--- config.mk ---
export PLATFORM = sky130hd
export DESIGN_NAME = alu_pipe
export DESIGN_NICKNAME = d
export VERILOG_FILES = /design/src/rtl/alu_pipe.sv
export SDC_FILE = /design/constraint.sdc
export NUM_CORES = 1
export LEC_CHECK = 0
export CORE_MARGIN = 8
export CORE_UTILIZATION = 33
export DETAILED_ROUTE_END_ITERATION = 10
export PLACE_DENSITY = 0.53
export SETUP_SLACK_MARGIN = 0.02
export SLEW_MARGIN = 40
export SYNTH_ARGS = -nofsm -noshare
export SYNTH_HDL_FRONTEND = slang
export SYNTH_SLANG_ARGS = --single-unit
--- constraint.sdc ---
create_clock -name clk -period 8.2 [get_ports clk]
set_clock_uncertainty 0.05 [all_clocks]
set_input_delay 0.82 -clock clk [delete_from_list [all_inputs] [get_ports clk]]
set_output_delay 0.82 -clock clk [all_outputs]
set_load 0.05 [all_outputs]
--- src/rtl/alu_pipe.sv ---
// alu_pipe: single-issue ALU behind a valid/ready handshake.
// Most opcodes produce a registered result one edge after acceptance.
// MUL is computed by an iterative shift-add unit over WIDTH cycles, and
// the block does not accept new work while that unit is busy.
//
// state    | meaning
// IDLE     | ready for a request whenever the result slot is free or being consumed
// MUL_BUSY | shift-add multiply in progress, one multiplier bit per cycle
module alu_pipe #(
    parameter int WIDTH  = 8,
    parameter int MUL_EN = 1
) (
    input  logic             clk,
    input  logic             rst,
    input  logic             in_valid,
    output logic             in_ready,
    input  logic [WIDTH-1:0] A,
    input  logic [WIDTH-1:0] B,
    input  logic [3:0]       sel,
    output logic             out_valid,
    input  logic             out_ready,
    output logic [WIDTH-1:0] y,
    output logic [WIDTH-1:0] y_hi,
    output logic [3:0]       flags
);
    localparam int SHW = (WIDTH > 1) ? $clog2(WIDTH) : 1;
    localparam int CW  = $clog2(WIDTH + 1);
    localparam int MSB = WIDTH - 1;

    localparam logic [3:0] OP_ZERO   = 4'b0000;
    localparam logic [3:0] OP_AND    = 4'b0001;
    localparam logic [3:0] OP_OR     = 4'b0010;
    localparam logic [3:0] OP_XOR    = 4'b0011;
    localparam logic [3:0] OP_ADD    = 4'b0100;
    localparam logic [3:0] OP_SUB    = 4'b0101;
    localparam logic [3:0] OP_NOT    = 4'b0110;
    localparam logic [3:0] OP_ONES   = 4'b0111;
    localparam logic [3:0] OP_MUL    = 4'b1000;
    localparam logic [3:0] OP_ACC    = 4'b1001;
    localparam logic [3:0] OP_ACCCLR = 4'b1010;
    localparam logic [3:0] OP_SHL    = 4'b1011;
    localparam logic [3:0] OP_SHR    = 4'b1100;

    localparam logic [CW-1:0] MUL_LAST = CW'(WIDTH - 1);

    typedef enum logic {
        IDLE     = 1'b0,
        MUL_BUSY = 1'b1
    } state_t;

    state_t               r_state;
    state_t               w_state_nxt;
    logic [CW-1:0]        r_cnt;
    logic [WIDTH-1:0]     r_acc;
    logic [WIDTH-1:0]     r_mplier;
    logic [2*WIDTH-1:0]   r_mcand;
    logic [2*WIDTH-1:0]   r_prod;
    logic                 r_out_valid;
    logic [WIDTH-1:0]     r_y;
    logic [WIDTH-1:0]     r_y_hi;
    logic [3:0]           r_flags;

    logic                 w_ready;
    logic                 w_accept;
    logic                 w_is_mul;
    logic                 w_load_alu;
    logic                 w_mul_last;
    logic [WIDTH:0]       w_sum;
    logic [WIDTH:0]       w_diff;
    logic [WIDTH:0]       w_accsum;
    logic [SHW-1:0]       w_shamt;
    logic [2*WIDTH-1:0]   w_prod_nxt;
    logic [WIDTH-1:0]     w_alu_y;
    logic                 w_alu_c;
    logic                 w_alu_v;
    logic                 w_alu_undef;
    logic [3:0]           w_alu_flags;
    logic [WIDTH-1:0]     w_acc_nxt;
    logic                 w_acc_upd;
    logic [WIDTH-1:0]     w_mul_lo;
    logic [WIDTH-1:0]     w_mul_hi;

    // MUL only counts as a real opcode when the multiplier is built in.
    assign w_is_mul   = (sel == OP_MUL) && (MUL_EN != 0);
    assign w_accept   = in_valid && w_ready;
    assign w_load_alu = w_accept && !w_is_mul;
    assign w_mul_last = (r_state == MUL_BUSY) && (r_cnt == MUL_LAST);

    assign w_sum    = {1'b0, A} + {1'b0, B};
    // The extra top bit of the difference is the unsigned borrow.
    assign w_diff   = {1'b0, A} - {1'b0, B};
    assign w_accsum = {1'b0, r_acc} + {1'b0, A};
    assign w_shamt  = B[SHW-1:0];

    assign w_prod_nxt = r_mplier[0] ? (r_prod + r_mcand) : r_prod;
    assign w_mul_lo   = w_prod_nxt[WIDTH-1:0];
    assign w_mul_hi   = w_prod_nxt[2*WIDTH-1:WIDTH];

    // Single-cycle datapath: result, carry/overflow and accumulator update per opcode.
    always_comb begin
        w_alu_y     = '0;
        w_alu_c     = 1'b0;
        w_alu_v     = 1'b0;
        w_alu_undef = 1'b0;
        w_acc_nxt   = r_acc;
        w_acc_upd   = 1'b0;
        case (sel)
            OP_ZERO: w_alu_y = '0;
            OP_AND:  w_alu_y = A & B;
            OP_OR:   w_alu_y = A | B;
            OP_XOR:  w_alu_y = A ^ B;
            OP_ADD: begin
                w_alu_y = w_sum[WIDTH-1:0];
                w_alu_c = w_sum[WIDTH];
                w_alu_v = (A[MSB] == B[MSB]) && (w_sum[MSB] != A[MSB]);
            end
            OP_SUB: begin
                w_alu_y = w_diff[WIDTH-1:0];
                w_alu_c = w_diff[WIDTH];
                w_alu_v = (A[MSB] != B[MSB]) && (w_diff[MSB] != A[MSB]);
            end
            OP_NOT:  w_alu_y = ~A;
            OP_ONES: w_alu_y = '1;
            OP_ACC: begin
                w_alu_y   = w_accsum[WIDTH-1:0];
                w_alu_c   = w_accsum[WIDTH];
                w_alu_v   = (r_acc[MSB] == A[MSB]) && (w_accsum[MSB] != r_acc[MSB]);
                w_acc_nxt = w_accsum[WIDTH-1:0];
                w_acc_upd = 1'b1;
            end
            OP_ACCCLR: begin
                w_alu_y   = r_acc;
                w_acc_nxt = '0;
                w_acc_upd = 1'b1;
            end
            OP_SHL: w_alu_y = A << w_shamt;
            OP_SHR: w_alu_y = A >> w_shamt;
            // Undefined opcodes, and MUL when the multiplier is not built in.
            default: w_alu_undef = 1'b1;
        endcase
        w_alu_flags = w_alu_undef ? 4'b0001
                                  : {w_alu_y[MSB], (w_alu_y == '0), w_alu_c, w_alu_v};
    end

    // Next-state and handshake ready for the IDLE / MUL_BUSY controller.
    always_comb begin
        w_state_nxt = r_state;
        w_ready     = 1'b0;
        case (r_state)
            IDLE: begin
                w_ready = !r_out_valid || out_ready;
                if (in_valid && w_ready && w_is_mul) begin
                    w_state_nxt = MUL_BUSY;
                end
            end
            MUL_BUSY: begin
                if (r_cnt == MUL_LAST) begin
                    w_state_nxt = IDLE;
                end
            end
            default: w_state_nxt = IDLE;
        endcase
    end

    // Controller state register.
    always_ff @(posedge clk or posedge rst) begin
        if (rst) begin
            r_state <= IDLE;
        end else begin
            r_state <= w_state_nxt;
        end
    end

    // Shift-add multiplier: the multiplicand moves left and the multiplier right, one bit per cycle.
    always_ff @(posedge clk or posedge rst) begin
        if (rst) begin
            r_cnt    <= '0;
            r_mcand  <= '0;
            r_mplier <= '0;
            r_prod   <= '0;
        end else if (w_accept && w_is_mul) begin
            r_cnt    <= '0;
            r_mcand  <= {{WIDTH{1'b0}}, A};
            r_mplier <= B;
            r_prod   <= '0;
        end else if (r_state == MUL_BUSY) begin
            r_cnt    <= (r_cnt == MUL_LAST) ? '0 : r_cnt + 1'b1;
            r_mcand  <= r_mcand << 1;
            r_mplier <= r_mplier >> 1;
            r_prod   <= w_prod_nxt;
        end
    end

    // Accumulator changes only on an accepted ACC or ACCCLR.
    always_ff @(posedge clk or posedge rst) begin
        if (rst) begin
            r_acc <= '0;
        end else if (w_load_alu && w_acc_upd) begin
            r_acc <= w_acc_nxt;
        end
    end

    // Result slot: loads on a single-cycle op or on the final multiply step, otherwise held until consumed.
    always_ff @(posedge clk or posedge rst) begin
        if (rst) begin
            r_y         <= '0;
            r_y_hi      <= '0;
            r_flags     <= '0;
            r_out_valid <= 1'b0;
        end else if (w_load_alu) begin
            r_y         <= w_alu_y;
            r_y_hi      <= '0;
            r_flags     <= w_alu_flags;
            r_out_valid <= 1'b1;
        end else if (w_mul_last) begin
            r_y         <= w_mul_lo;
            r_y_hi      <= w_mul_hi;
            r_flags     <= {w_mul_lo[MSB], (w_prod_nxt == '0), (w_mul_hi != '0), (w_mul_hi != '0)};
            r_out_valid <= 1'b1;
        end else if (out_ready) begin
            r_out_valid <= 1'b0;
        end
    end

    assign in_ready  = w_ready;
    assign out_valid = r_out_valid;
    assign y         = r_y;
    assign y_hi      = r_y_hi;
    assign flags     = r_flags;

endmodule

* After elaboration in Yosys (flattened, before gate mapping)
Index checks and enable logic that the tools add are counted.
** Storage, ports and cells
- Memory bits (writable) :: 0
- Input port bits :: 24
- Latch bits :: 0
- Flip-flop bits (word level) :: 74
- Output and inout bits :: 22
- Logic and storage cells :: 94
- Bits in read-only memories :: 0
- Memories :: 0
** Cells by class
- Bitwise gates (word level) :: 5
- Muxes and demuxes :: 29
- Shift operators :: 2
- Multiply operators :: 0
- $add $sub $neg :: 5
- Magnitude comparators :: 0
- Equality and inequality tests :: 19
- Div/mod/pow operators :: 0
- Reduce and logical (&&, ||, !) cells :: 24
** Operators by type and width (count)
- one-hot mux 8 bit (11 select lines) :: 1
- 2-to-1 mux 16 bit :: 5
- 2-to-1 mux 8 bit :: 6
- 2-to-1 mux 4 bit :: 6
- == test 4 x 3 -> 1 bit, second input constant :: 5
- == test 4 bit, second input constant :: 5
- adder 8 x 8 -> 9 bit :: 2
- adder 16 bit :: 1
- zero test 16 bit :: 1
- one-hot mux 8 bit (2 select lines) :: 1
- OR reduction 12 bit :: 1
- logical AND 1 bit :: 10
- subtractor 8 x 8 -> 9 bit :: 1
- AND 8 bit :: 1
- == test 4 x 2 -> 1 bit, second input constant :: 2
- zero test 8 bit :: 1
- NOT 8 bit :: 1
- bitwise OR 8 bit :: 1
- nonzero test 8 bit :: 1
- << shifter 8 x 3 -> 8 bit :: 1
- right shift 8 x 3 -> 8 bit :: 1
- XOR 8 bit :: 1
- 2-to-1 mux 1 bit :: 7
- one-hot mux 1 bit (3 select lines) :: 2
- other kinds (13) :: 20

* Logic depth before layout (Yosys ltp)
- Depth in word-level cells :: 7
- Depth in mapped cells :: 12
- Depth with buffers taken out :: 11

* Worst setup path after synthesis
Ideal clock, no wire load.
- Path type :: input-to-reg
- From :: in A[3]
- To :: reg r_flags[3] (netlist: flags[3])
- Library setup time :: 119 ps
- Path buffers :: 2
- Required time :: 8031 ps
- Cell stages on the path :: 12
- Path slack :: 5032 ps
- Arrival :: 2998 ps
- Cell sequence :: buf_2 inv_1 ha_1 buf_2 nor3_1 a2111oi_2 o21bai_1 a21o_1 xnor2_1 a2111oi_2 a21oi_1 o21a_1
** On the way
- Longest elaborated chain between the ends :: 4
- Elaborated cells on any way between the ends :: 8
- Those cells by class :: add/sub (3); shift (2); mux (3)
** RTL lines
- start, declared :: RTL line 17 : input logic [WIDTH-1:0] A,
- adder 8 x 8 -> 9 bit, or another cell as far along :: RTL line 92 : assign w_accsum = {1'b0, r_acc} + {1'b0, A};
- one-hot mux 8 bit (11 select lines) (*) :: RTL line 107 : case (sel)
- 2-to-1 mux 4 bit (*) :: RTL line 141 : w_alu_flags = w_alu_undef ? 4'b0001
- 2-to-1 mux 4 bit (*) :: RTL line 210 : end else if (w_load_alu) begin
- end signal, assigned :: RTL line 213 : r_flags <= w_alu_flags;
- end signal, assigned :: RTL line 218 : r_flags <= {w_mul_lo[MSB], (w_prod_nxt == '0), (w_mul_hi != '0), (w_mul_hi != '0)};
- end, declared :: RTL line 61 : logic [3:0] r_flags;
Mark *: on every way between the ends. The rest lies on a longest branch, timed or not.
A chain may end at the register's enable or synchronous reset.

* Worst setup path in the final report
- From :: in B[2]
- To :: reg r_y[7] (netlist: y[7])
** On the way
- Longest elaborated chain between the ends :: 3
- Elaborated cells on any way between the ends :: 6
- Those cells by class :: add/sub (2); shift (2); mux (2)
** RTL lines
- start, declared :: RTL line 18 : input logic [WIDTH-1:0] B,
- subtractor 8 x 8 -> 9 bit, or another cell as far along :: RTL line 91 : assign w_diff = {1'b0, A} - {1'b0, B};
- one-hot mux 8 bit (11 select lines) (*) :: RTL line 107
- 2-to-1 mux 8 bit (*) :: RTL line 210
- end signal, assigned :: RTL line 211 : r_y <= w_alu_y;
- end signal, assigned :: RTL line 216 : r_y <= w_mul_lo;
- end, declared :: RTL line 59 : logic [WIDTH-1:0] r_y;
Marks and branches as above.

==> results.sh <==
export IMPL_synth_mux_area_fraction_pct=6.88
export IMPL_final_area_um2=7420
export IMPL_power_mw=2.09
export IMPL_min_period_ns=4.22
export IMPL_io_pins=46
export IMPL_fin_cells=1048
export IMPL_rsz0062_at_grt="false"
export IMPL_hold_class="register to register"
export IMPL_worstMarginPinSlew_ns=0.829
export IMPL_vdd_drop_max_uv=179
export IMPL_fin_nets=855
export IMPL_cp_required_ns=8.39
export IMPL_ys_seq_area_share_pct=28.6
export IMPL_fmaxAchievable_mhz=237
export IMPL_viasPerCell=5.76
export IMPL_place_ws_ns=3.64
export IMPL_layout_common_cells="nand2_1, dfrtp_1, nor2_1, ha_1, clkdlybuf4s50_1"
export IMPL_syn_instance_count=758
export IMPL_ys_ff_latch=74
export IMPL_synthesis_nets=835
export IMPL_drt_wl_total_mm=20.8
export IMPL_synth_top_cell_by_area="dfrtp_1"
export IMPL_grt_pass1_wl_mm=33.6
export IMPL_powerDensity_nw_per_um2=281
export IMPL_period_share_pct=51.4
export IMPL_grt_max_degree=70
export IMPL_synthAdderAreaFrac_pct=10.7
export IMPL_num_antenna_cells=0
export IMPL_synth_simple_area_share_pct=20.6
export IMPL_drive_gt1_share_pct=7.54
export IMPL_port_buffers=45
export IMPL_die_area_um2=24300
export IMPL_grt_usage_pct=17.6
export IMPL_die_x_um=156
export IMPL_p_leak_nw=3.20
export IMPL_fin_setup_tns_ns=0
export IMPL_vias=6034
export IMPL_gp_congestion=0.926
export IMPL_start_util_pct=33.5
export IMPL_multi_input_area_um2=4290
export IMPL_slew_viol_final=0
export IMPL_clkSlewWorstSetupHoldPaths_ns=0.07
export IMPL_slew_headroom_pct=44.5
export IMPL_cap_violations=0
export IMPL_fin_util_pct=38.4
export IMPL_critPathArrivalTime_ns=4.40
export IMPL_cts_path_max_buffers=2
export IMPL_clock_sinks=74
export IMPL_setup_viol=0
export IMPL_grt_pass1_vias=5798
export IMPL_synth_cell_types=85
export IMPL_synth_compound_area_share_pct=25.4
export IMPL_drc=0
export IMPL_post_cts_buffers=0
export IMPL_crit_chain="clkdlybuf4s50_1 > clkinv_1 > ha_1 > nor3_1 > a2111oi_2 > o21bai_1 > a21o_1 > xnor2_1 > a2111oi_2 > a21oi_1 > o21a_1"
export IMPL_grt_overflow=0
export IMPL_syn_area_um2=6470
export IMPL_crit_type="primary input to register"
export IMPL_slowest_delay_ns=0.80
export IMPL_synth_xor_area_share_pct=2.44
export IMPL_run_status="completed"
export IMPL_fin_hold_ws_ns=0.433
export IMPL_ys_warnings_count=0
export IMPL_dpl_cell_area_um2=7110
export IMPL_synth_top_family_by_area="compound AO/OA/AOI/OAI gates"
export IMPL_die_h_um=156
export IMPL_hpwl_mm=15.2
export IMPL_setup_ws_ns=3.98
export IMPL_dr_pass1_iters=5
export IMPL_antenna_found_initial=0
export IMPL_crit_top_cell="a2111oi_2"
export IMPL_detail_route_antenna_nets=0
export IMPL_clockRootBuffer="clkbuf_16"
export IMPL_num_fill_cells=1976
export IMPL_cts_tree="built"
export IMPL_synth_top_cell_area_share_pct=28.6
export IMPL_ctsHoldBuffers=0
export IMPL_hold_violations=0
export IMPL_syn_area_per_cell_um2=8.54
export IMPL_routedWlPerCell_um=19.8
export IMPL_cp_buffers_inverters=2
export IMPL_seq_area_um2=1850
export IMPL_synth_top_flop_cell="dfrtp_1"
export IMPL_end_kind="register"
export IMPL_area_delta_synth_final_pct=14.7
export IMPL_cts_buffers=9
export IMPL_floorplan_rows=51
export IMPL_dr_first_iter_drc_count=631
export IMPL_cp_top_family="compound AO/OA/AOI/OAI gates"
export IMPL_yosys_top_cells_area="dfrtp_1, ha_1, nand2_1"
export IMPL_start_kind="primary input"
export IMPL_core_um2=19300
export IMPL_cp_slowest_cell="clkdlybuf4s50_1"
export IMPL_crit_path_max_fanout=16
export IMPL_h_tree_depth=3
export IMPL_clkLatencyLatePin_ns=0.34
export IMPL_final_common_cell="nand2_1"
export IMPL_cts_resized=0
export IMPL_synthArstFlopShare_pct=100
export IMPL_synth_edf_count=0
export IMPL_dpl_cell_count=1032
==> cell type report <==
cell class	count	area share [%]
clock buffer	10	3.22
clock inverter	6	0.961
inverter	32	1.63
multi-input combinational	608	57.8
sequential	74	25.0
tap	265	4.47
timing repair buffer	53	6.93
==> where the power goes <==
| part | internal [mW] | switching (mW) |
|---|---|---|
| registers | 0.486 | 0.106 |
| clock network | 0.247 | 0.175 |
| logic | 0.397 | 0.674 |
==> logic make-up after synthesis <==
| kind of cell | count (synthesis) |
|---|---|
| muxes | 36 |
| buffers and inverters | 76 |
| xor gates and xnor gates | 18 |
| DFF | 74 |
| AOI/OAI and AO/OA | 228 |
| and+or+nand+nor | 273 |
| adders and majority gates | 53 |
==> synth_stat cells (8+ instances only) <==
library cell / n
a211oi_1: 10
a21oi_1: 37
inv_1: 28
nand2_1: 101
nor3_1: 18
a221o_1: 8
o21ai_0: 35
nand4_1: 8
nand2b_1: 12
dfrtp_1: 74
mux2i_1: 25
o21ai_1: 8
nor4_1: 8
nand3_1: 16
buf_2: 14
a21o_1: 13
clkbuf_1: 23
nor2_1: 58
a22oi_1: 20
ha_1: 49
nor2b_1: 12
xnor2_1: 12
==> layer usage <==
layer	global-route usage (%)	vias to the layer above	share of wire [%]
met3	2.85	45	5.2
li1	-	2859	-
met1	24.3	2942	47
met4	8.09	0	3.7
met5	0	-	0
met2	26.2	188	44
==> worst paths after layout <==
path                                          from                      end  cells after the start  slack [ns]
min in group asynchronous                      rst    out_valid$_DFFE_PP0P_                      2        0.61
min reg2reg                r_mplier[3]$_DFFE_PP0P_  r_mplier[3]$_DFFE_PP0P_                      2        0.43
max in group asynchronous                      rst        r_state$_DFF_PP0_                      3        6.59
min                        r_mplier[3]$_DFFE_PP0P_  r_mplier[3]$_DFFE_PP0P_                      2        0.43
max                                           B[2]         y[7]$_DFFE_PP0P_                     11        3.98
max reg2reg                 r_mcand[0]$_DFFE_PP0P_     flags[1]$_DFFE_PP0P_                     10        4.97
==> state kept, by name (all words and copies together) (netlist names), 4 cells and up <==
signal    cells
flags         4
r_prod       16
r_cnt         4
r_mcand      16
r_acc         8
r_mplier      8
y_hi          8
y             8
==> tightest hold or removal path, cell delays in order, from the launching register on <==
cell and delay [ns]:
dfrtp_1 0.35, nand2_1 0.05, nand2_1 0.05
(Power assumes the default switching activity.)
==> edit, RTL diff (config.mk and constraints unchanged) <==
Reset style: synchronous (`rst`), changed in 4 clocked blocks.
--- a/src/rtl/alu_pipe.sv
+++ b/src/rtl/alu_pipe.sv
@@ -163,7 +163,7 @@
     end
 
     // Controller state register.
-    always_ff @(posedge clk or posedge rst) begin
+    always_ff @(posedge clk) begin
         if (rst) begin
             r_state <= IDLE;
         end else begin
@@ -172,7 +172,7 @@
     end
 
     // Shift-add multiplier: the multiplicand moves left and the multiplier right, one bit per cycle.
-    always_ff @(posedge clk or posedge rst) begin
+    always_ff @(posedge clk) begin
         if (rst) begin
             r_cnt    <= '0;
             r_mcand  <= '0;
@@ -192,7 +192,7 @@
     end
 
     // Accumulator changes only on an accepted ACC or ACCCLR.
-    always_ff @(posedge clk or posedge rst) begin
+    always_ff @(posedge clk) begin
         if (rst) begin
             r_acc <= '0;
         end else if (w_load_alu && w_acc_upd) begin
@@ -201,7 +201,7 @@
     end
 
     // Result slot: loads on a single-cycle op or on the final multiply step, otherwise held until consumed.
-    always_ff @(posedge clk or posedge rst) begin
+    always_ff @(posedge clk) begin
         if (rst) begin
             r_y         <= '0;
             r_y_hi      <= '0;
Behaviour: differs if rst is asserted again (counterexample within 4 cycles, from zero or initial values and one cycle with rst high); with rst held inactive, the same outputs for 4 cycles.
==> edit against the unedited design <==
Maximum frequency increased by 5.3%. Sequential cell count unchanged. Synthesized cell count is 3.8% higher. Worst setup slack improved by 0.21 ns. Area after synthesis down 3.6%. Routed wire length down 5.2%. Cell area decreased by 4.1%.
Power is not compared: it rests on default switching activity, and its combinational part moved more than twofold at a synthesized area within 25%.
==> edit: results (changes against the unedited design) <==
status: "complete, no violations"
cts_resized: 0  # unchanged
grt_pass1_vias: 5663  # -2.3%
drive_above_1_share: 0.0728  # -0.00251
antenna_cells: 0  # unchanged
crit_family: "compound AO/OA/AOI/OAI gates"
hpwl_um: 14500  # -4.4%
clockBufferDepth: 2  # unchanged
relSlewSlack: 0.487  # +0.0419
synth_xor_xnor_area_share: 0.0321  # +0.00772
yosys-top-cells-count: "101 x nor2_1, 74 x dfxtp_1, 68 x a21oi_1"
clock_latency_ns: 0.34  # about the same
grt_pass1_wl_um: 31800  # -5.5%
reg.largest.list: "r_mcand: 16 flops, r_prod: 16 flops"
grtUsageTotal: 0.166  # -0.00937
drt_iter0_markers: 445  # -29%
p_leak_nw: 2.69
power.total_mw: 0.992
port_buffers: 45  # unchanged
cts_setup_buffers: 0  # unchanged
p_comb_frac: 0.216
synth-compound-area-share: 0.275  # +0.0203
totalWireLength_um: 19700  # -5.2%
min_period_ns: 4.00  # -0.214 ns
cts.clk_slew.worst_paths_ns: 0.06
h-tree-depth: 3  # unchanged
r2r_slack_ns: 4.75  # -0.22 ns
cp_max_fo: 11  # -5
slowest_delay_ns: 0.87  # +0.07 ns
intPower_mw: 0.697
cp.arrival_ns: 4.24  # -0.16 ns
overflow: 0  # unchanged
n_fill_cell: 1956  # -1.0%
synth_fa_ha_area_frac: 0.111  # +0.00397
synthTopCellsByArea: "dfxtp_1 24%, ha_1 9.8%, nor2_1 6.1%, a21oi_1 5.5%, mux2i_1 5.1%"
clock_tree.root_cell: "clkbuf_16"
async_flop_share: 0  # -1.00
antenna_found_initial: 0  # unchanged
cts_made_buffers: 9  # unchanged
place_congestion: 0.895  # -3.4%
ant_nets: 0  # unchanged
place_ws_ns: 3.78  # +0.137 ns
hold_slack_ns: 0.407  # -0.0256 ns
yosysWarningCount: 0  # unchanged
syn_nets: 864  # +3.5%
drtPass1Iterations: 5  # unchanged
nets: 882  # +3.2%
ys_types: 78  # -8.2%
grt_max_degree: 62  # -11%
irDropWorstVdd_v: 0.0000941
avgViaCountPerCell: 5.67  # -1.6%
ys_seq_area_frac: 0.237  # -0.0487
slowest_stage: "clkdlybuf4s50_1"
hold_path.class: "flop to flop"
p_clk_frac: 0.408
muxShareOfSynthArea: 0.0754  # +0.00656
==> edit: cell count changes in the layout (fill, tap and decap cells not counted), sizes merged, moves of 8 or more <==
cell,delta
o21ai,-8
nand2,-45
nor2,+43
dfxtp,+74
a211oi,+20
a21oi,+31
dfrtp,-74
==> edit: through the flow <==
stage                     instances  area [um2]  utilization
final                          1044        7120        0.382
after global routing           1044        7120        0.382
after CTS                      1044        7120        0.382
after detailed placement       1028        6830        0.366
after global placement         1028        6830        0.366
after floorplan                 787        6240            -
==> edit: final timing paths <==
| path | from | cells past startpoint | endpoint |
|---|---|---|---|
| setup / recovery | A[4] | 11 | flags[2]$_SDFFE_PP0P_ |
| hold / removal | r_mplier[2]$_SDFFE_PP0P_ | 2 | r_mplier[2]$_SDFFE_PP0P_ |
| setup reg to reg | r_mcand[0]$_SDFFE_PP0P_ | 11 | flags[0]$_SDFFE_PP0P_ |
| hold reg to reg | r_mplier[2]$_SDFFE_PP0P_ | 2 | r_mplier[2]$_SDFFE_PP0P_ |
==> edit: cell type report <==
cell class / instances / area (um2) / area share
clock buffers: 14 / 264 / 0.0371
multi-input cells: 633 / 4420 / 0.621
flip-flops and latches: 74 / 1480 / 0.208
inverters: 33 / 124 / 0.0174
clock inverters: 2 / 35.0 / 0.00492
well taps: 234 / 293 / 0.0411
repair buffers: 54 / 498 / 0.0699
==> edit: cell families after synthesis <==
family / after synthesis
AO/OA/AOI/OAI: 250
XOR/XNOR: 22
adder cells (fa/ha/maj): 53
buffers and inverters: 80
flip-flops: 74
multiplexers: 41
AND/OR/NAND/NOR: 267
==> edit: metal layers <==
metal | GRT usage | routed length, um | vias up
met1 | 0.228 | 9690 | 2796
met3 | 0.0294 | 946 | 25
met4 | 0.0504 | 380 | 0
met5 | 0 | 0 | -
met2 | 0.261 | 8670 | 145
li1 | - | - | 2949
